--- src/rtl/instr_decode_queue.sv ---
// instr_decode_queue: fetch-to-decode instruction FIFO.
// Holds up to DEPTH {pc, instruction} pairs. The head entry is shown with its
// MIPS fields split out and with coarse class flags for the controller.
// Optional macro INSTR_DECODE_QUEUE_EXT_IMM_EN adds the imm32 output, which is
// the extended immediate of the head entry.
module instr_decode_queue #(
  parameter int DEPTH = 4,
  parameter int PC_W  = 32,
  parameter int CNT_W = $clog2(DEPTH) + 1
) (
  input  logic             clk,
  input  logic             rst_n,
  input  logic             flush,
  input  logic             in_valid,
  output logic             in_ready,
  input  logic [31:0]      in_instr,
  input  logic [PC_W-1:0]  in_pc,
  output logic             out_valid,
  input  logic             out_ready,
  output logic [31:0]      out_instr,
  output logic [PC_W-1:0]  out_pc,
  output logic [5:0]       op,
  output logic [4:0]       rs,
  output logic [4:0]       rt,
  output logic [4:0]       rd,
  output logic [4:0]       shamt,
  output logic [5:0]       funct,
  output logic [15:0]      imm16_or_offset,
  output logic [25:0]      PseudoAddr,
  output logic             bit16,
  output logic             is_rtype,
  output logic             is_branch,
  output logic             is_jump,
  output logic             is_mem,
`ifdef INSTR_DECODE_QUEUE_EXT_IMM_EN
  output logic [31:0]      imm32,
`endif
  output logic [CNT_W-1:0] count
);

  localparam int PTR_W = $clog2(DEPTH);
  localparam int ENT_W = PC_W + 32;

  // Entry storage; deliberately not reset, valid data is tracked by count.
  logic [ENT_W-1:0] mem_q [DEPTH];

  logic [PTR_W-1:0] wr_ptr_q, wr_ptr_d;
  logic [PTR_W-1:0] rd_ptr_q, rd_ptr_d;
  logic [CNT_W-1:0] count_q, count_d;

  logic push;
  logic pop;

  // Full/empty come from the occupancy count alone, so the pointers may wrap freely.
  assign in_ready  = (count_q != CNT_W'(DEPTH));
  assign out_valid = (count_q != '0);
  assign count     = count_q;

  // A flush suppresses any transfer that would otherwise happen in the same cycle.
  assign push = in_valid && in_ready && !flush;
  assign pop  = out_valid && out_ready && !flush;

  // Next-state for the pointers and the occupancy count; flush wins over everything.
  always_comb begin
    wr_ptr_d = wr_ptr_q;
    rd_ptr_d = rd_ptr_q;
    count_d  = count_q;
    if (flush) begin
      wr_ptr_d = '0;
      rd_ptr_d = '0;
      count_d  = '0;
    end else begin
      if (push) wr_ptr_d = wr_ptr_q + PTR_W'(1);
      if (pop)  rd_ptr_d = rd_ptr_q + PTR_W'(1);
      case ({push, pop})
        2'b10:   count_d = count_q + CNT_W'(1);
        2'b01:   count_d = count_q - CNT_W'(1);
        default: count_d = count_q;
      endcase
    end
  end

  // Control state, cleared immediately by the asynchronous reset.
  always_ff @(posedge clk or negedge rst_n) begin
    if (!rst_n) begin
      wr_ptr_q <= '0;
      rd_ptr_q <= '0;
      count_q  <= '0;
    end else begin
      wr_ptr_q <= wr_ptr_d;
      rd_ptr_q <= rd_ptr_d;
      count_q  <= count_d;
    end
  end

  // Store the accepted fetch entry at the write pointer.
  always_ff @(posedge clk) begin
    if (push) mem_q[wr_ptr_q] <= {in_pc, in_instr};
  end

  // Head entry, zeroed when the queue is empty so every derived field reads 0.
  logic [31:0]     head_instr;
  logic [PC_W-1:0] head_pc;

  assign {head_pc, head_instr} = out_valid ? mem_q[rd_ptr_q] : '0;

  assign out_instr       = head_instr;
  assign out_pc          = head_pc;
  assign op              = head_instr[31:26];
  assign rs              = head_instr[25:21];
  assign rt              = head_instr[20:16];
  assign rd              = head_instr[15:11];
  assign shamt           = head_instr[10:6];
  assign funct           = head_instr[5:0];
  assign imm16_or_offset = head_instr[15:0];
  assign PseudoAddr      = head_instr[25:0];
  assign bit16           = head_instr[16];

  // Coarse classification of the head instruction; op==0 of a zeroed head must not flag R-type.
  always_comb begin
    is_rtype  = 1'b0;
    is_branch = 1'b0;
    is_jump   = 1'b0;
    is_mem    = 1'b0;
    if (out_valid) begin
      is_rtype  = (op == 6'h00);
      is_branch = (op == 6'h01) || (op == 6'h04) || (op == 6'h05) ||
                  (op == 6'h06) || (op == 6'h07);
      is_jump   = (op == 6'h02) || (op == 6'h03) ||
                  ((op == 6'h00) && ((funct == 6'h08) || (funct == 6'h09)));
      is_mem    = op[5];
    end
  end

`ifdef INSTR_DECODE_QUEUE_EXT_IMM_EN
  // Immediate extension: logical ops zero-extend, lui shifts up, the rest sign-extend.
  always_comb begin
    imm32 = '0;
    if (out_valid) begin
      case (op)
        6'h0C, 6'h0D, 6'h0E: imm32 = {16'h0000, imm16_or_offset};
        6'h0F:               imm32 = {imm16_or_offset, 16'h0000};
        default:             imm32 = {{16{imm16_or_offset[15]}}, imm16_or_offset};
      endcase
    end
  end
`endif

endmodule

--- config.mk ---
export PLATFORM = sky130hd
export DESIGN_NAME = instr_decode_queue
export DESIGN_NICKNAME = d
export VERILOG_FILES = /design/src/rtl/instr_decode_queue.sv
export SDC_FILE = /design/constraint.sdc
export NUM_CORES = 1
export LEC_CHECK = 0
export CAP_MARGIN = 15
export CORE_MARGIN = 3
export CORE_UTILIZATION = 30
export CTS_CLUSTER_SIZE = 12
export DETAILED_ROUTE_END_ITERATION = 8
export PLACE_DENSITY = 0.58
export SLEW_MARGIN = 15
export SYNTH_ARGS = -nofsm -noshare
export SYNTH_HDL_FRONTEND = slang
export SYNTH_SLANG_ARGS = --single-unit
--- constraint.sdc ---
create_clock -name clk -period 5.87 [get_ports clk]
set_input_delay 0.8805 -clock clk [delete_from_list [all_inputs] [get_ports clk]]
set_output_delay 0.8805 -clock clk [all_outputs]
set_load 0.05 [all_outputs]
* Word level (Yosys, flattened, before mapping)
Memories as Yosys holds them, arrays and structs flattened. Index checks and enable logic that the tools add are counted. W data, S select, Z words.
Storage, ports and cells: input port bits 69, logic and storage cells 51, RAM bits 256, flip-flop bits (word level) 7, memories kept 1, output and inout bits 148
Memories:
- mem_q | depth 4, width 64, read ports 1, clocked after memory_dff 0, write ports 1, RTL line 45 | logic [ENT_W-1:0] mem_q [DEPTH];
Cells by class: $add $sub $neg 4, mux-type cells 13, reductions and logical operators 18, eq/ne operators 12
Operators with widths (number):
- $mux W64 | 1
- $eq A6 B3 Y1 const B | 4
- $eq A6 B2 Y1 const B | 2
- $eq A6 B4 Y1 const B | 2
- $mux W2 | 4
- $logic_or A1 B1 Y1 | 7
- $eq A6 B1 Y1 const B | 1
- $logic_not A6 Y1 | 1
- $mux W1 | 6
- $pmux W3 S2 | 1
- $reduce_bool A3 Y1 | 2
- $logic_and A1 B1 Y1 | 5
- $add A2 B1 Y2 const B | 2
- $reduce_bool A2 Y1 | 2
- $add A3 B1 Y3 const B | 1
- $mux W3 | 1
- $ne A3 B3 Y1 const B | 1
- $sub A3 B1 Y3 const B | 1
- $eq A2 B1 Y1 const B | 1
- $eq A2 B2 Y1 const B | 1
- $logic_not A1 Y1 | 1

* Depth between registers and ports, before layout
depth after elaboration 8, mapped depth 6, gate-level depth less buffers 6

* Least setup slack after synthesis
Ideal clock, no wire load.
kind reg-to-reg, start point register count_q[0] (netlist: count[0]), end point memory mem_q[0][0] (netlist name) (enable), library setup time 0.429 ns, path buffers 0, slack 2.308 ns, stages on the path, launching flop included 6, arrival 3.133 ns, required time 5.441 ns, period minus slack after synthesis 3.562 ns, path through dfrtp_1 nor3b_1 inv_1 nand2_1 nor2_1 and2_1
On the way: longest elaborated chain between the ends 5
Ends and longest elaborated chain:
- start: declaration | RTL line 49 | logic [CNT_W-1:0] count_q, count_d;
- start signal: assignment | RTL line 92 | count_q <= count_d;
- $ne A3 B3 Y1 | RTL line 55 | assign in_ready = (count_q != CNT_W'(DEPTH));
- via in_ready | RTL line 15 | output logic in_ready,
- $logic_and A1 B1 Y1 (2 in a row) | RTL line 60 | assign push = in_valid && in_ready && !flush;
- $mux W1 | RTL line 98 | if (push) mem_q[wr_ptr_q] <= {in_pc, in_instr};
- $mux W1 (not written as such) | RTL line 98
- end: declaration | RTL line 45
The timed path passes the listed nets, and every way through them passes these cells.

* Worst setup path in the final report
start point register rd_ptr_q[0], end point output is_rtype
On the way: longest elaborated chain between the ends 4
Ends and longest elaborated chain:
- start: declaration | RTL line 48 | logic [PTR_W-1:0] rd_ptr_q, rd_ptr_d;
- start signal: assignment | RTL line 91 | rd_ptr_q <= rd_ptr_d;
- $mem_v2 Z4 W64
- $mux W64 | RTL line 105 | assign {head_pc, head_instr} = out_valid ? mem_q[rd_ptr_q] : '0;
- $logic_not A6 Y1 | RTL line 126 | is_rtype = (op == 6'h00);
- $mux W1 | RTL line 125 | if (out_valid) begin
- end: declaration | RTL line 31 | output logic is_rtype,
No other way between the ends.

==> qor.yml <==
status: "finished clean"
use_met3_pct: 2.57
grt_max_degree: 44
clock_latency_ns: 0.53
p_int_mw: 3.90
grt_pass1_vias: 5730
clock_path_buffers: 3
overflow: 0
combPwrFrac_pct: 38.1
finalSetupTns_ns: 0
clk_pin_slew_ns: 0.06
synthToLayoutAreaGrowth_pct: 27.5
hold_viol_final: 0
min_path_cells: 2
swShare_pct: 37.0
cp_max_fo: 40
drt_iter0_drc: 270
skew_ns: 0.00515
top_usage_layer: "met2"
yosysTopAreaCell: "edfxtp_1"
grt_use_met2_pct: 20.4
crit_type: "reg -> out"
num_vias: 5248
rsz0062_at_grt: "false"
wl_per_cell_um: 18.7
cts_resized: 0
dp_hpwl_mm: 13.5
h-tree-depth: 1
cts_hold_buf: 0
cts_tree: "built"
antennaDiodeCount: 0
reg2reg_depth: 6
final-max-slew-violation-count: 0
fp.dieH_um: 195
post_cts_buffers: 0
ys_warn_count: 0
tightest_slew_ns: 0.839
clkPwrFrac_pct: 26.1
critical_path_required_ns: 4.99
synth_cell_type_count: 31
period_share_pct: 79.0
crit_path_end_kind: "primary output"
drt-total-wl_mm: 21.9
stdcell_count: 1172
vias_per_cell: 4.48
antenna_found_initial: 0
maxCapViolations: 0
slew_headroom_pct: 44.1
clock-sinks: 263
grt_use_met1_pct: 14.1
hold_class: "reg -> reg"
setup_viol: 0
initial_utilization_pct: 30.7
seq_power_share_pct: 35.8
mostFrequentLayoutCells: "edfxtp_1, clkdlybuf4s50_1, and2_1"
ir_drop_v: 0.000285
grt_pass1_wl_mm: 34.3
drt_drc_violations_left: 0
die_area_um2: 38100
numCtsBuffers: 28
synthTopCellsByArea: "edfxtp_1, mux4_2, buf_4"
syn_area_per_cell_um2: 19.9
first_pass_iters: 4
synth_area_um2: 10800
rows: 68
place_inst: 1121
grt_usage_pct: 11.4
leakagePower_nw: 4.34
max_freq_ghz: 0.216
io-pin-count: 217
period_minus_slack_ns: 4.64
yosys_register_bits: 263
worstPathArrival_ns: 3.76
die_width_um: 195
root_buffer: "clkbuf_16"
layout.nets: 770
drive_gt1_share_pct: 15.3
yosysTopAreaCellShare_pct: 71.5
gp_congestion: 0.656
cp-start-kind: "register"
ys_seq_area_share_pct: 73.1
syn_nets: 615
core_um2: 35000
netSwitchingPower_mw: 2.29
p_per_area_nw_per_um2: 451
final_common_cell: "edfxtp_1"
port_buffers: 216
ant_nets: 0
synthCells: 541
## worst paths after layout
kind | start | to | slack (ns)
worst max-delay path | rd_ptr_q[0] | is_rtype | 1.23
worst min-delay path | wr_ptr_q[1] | wr_ptr_q[1] | 0.58
worst max register to register | count[2] | mem_q[3][9] | 3.25
worst min register to register | wr_ptr_q[1] | wr_ptr_q[1] | 0.58
max in group asynchronous | rst_n | rd_ptr_q[1] | 4.95
min in group asynchronous | rst_n | rd_ptr_q[0] | 0.62
## critical path: stages (launching register included)
cell and delay (ns):
dfrtp_4 0.97, mux4_1 0.65, or3_1 0.42, o21a_1 0.21, nor4_2 0.13, clkdlybuf4s50_1 0.84
## Yosys cell counts, drive strengths merged
master and number:
xor2 1, edfxtp 256, xnor2 2, inv 7, nor3b 1, mux4 65, or3 2, nand3 3
o21ai 1, o21a 1, a21oi 4, fa 1, and2 67, nand2 4, a21boi 1, a21o 1
a21bo 1, nor4 2, nor3 3, nor2 7, o31a 1, buf 86, ha 4, a31oi 1
dfrtp 7, clkbuf 12
## registers in the layout, summed over array words and instances, names as in the netlist
register,count
mem_q,256
wr_ptr_q,2
count,3
rd_ptr_q,2
## per-layer routing
layer  vias to the layer above  part of all wire, %
li1                       2359                    -
met1                      2693                   41
met2                       162                   51
met3                        34                  5.1
met4                         0                  2.3
met5                         -                    0
## cell type report
type                            instances  area [um^2]
Fill cell                            3179        21300
Sequential cell                       263         7870
Timing Repair Buffer                  223         2210
Multi-Input combinational cell        173         2190
Clock buffer                           42          774
Tap cell                              455          569
Clock inverter                          9         65.1
Inverter                                7         26.3
## power by group through the flow
stage | sequential [mW] | combinational [mW] | clock (mW)
2_1_floorplan | 2.22 | 1.85 | 0
6_report | 2.22 | 2.36 | 1.61
5_1_grt | 2.23 | 2.47 | 1.76
3_3_place_gp | 2.26 | 2.39 | 0
3_5_place_dp | 2.26 | 2.39 | 0
4_1_cts | 2.22 | 2.40 | 1.67
## cells by family (layout without fill, tap and decap cells)
kind of cell	count (synthesis)	count (layout)	share of synthesized area, %
AOI/OAI and AO/OA	11	11	0.675
xor gates and xnor gates	3	3	0.244
adders and majority gates	5	5	0.652
buffers and inverters	105	281	6.58
DFF	263	263	73.1
muxes	65	65	13.8
and+or+nand+nor	89	89	4.92
## through the flow
| stage | util [%] | setup WS [ns] | hold slack (ns) | instance area (um^2) | total power [mW] |
|---|---|---|---|---|---|
| 2_1_floorplan | - | 2.31 | 0.543 | 10800 | 4.07 |
| 3_3_place_gp | 36.8 | 1.67 | 0.570 | 12900 | 4.65 |
| 3_5_place_dp | 36.8 | 1.70 | 0.578 | 12900 | 4.65 |
| 4_1_cts | 39.2 | 1.10 | 0.585 | 13700 | 6.29 |
| 5_1_grt | 39.2 | 0.992 | 0.624 | 13700 | 6.45 |
| 6_report | 39.2 | 1.23 | 0.578 | 13700 | 6.19 |
No activity file was read; power rests on OpenSTA's default activity.
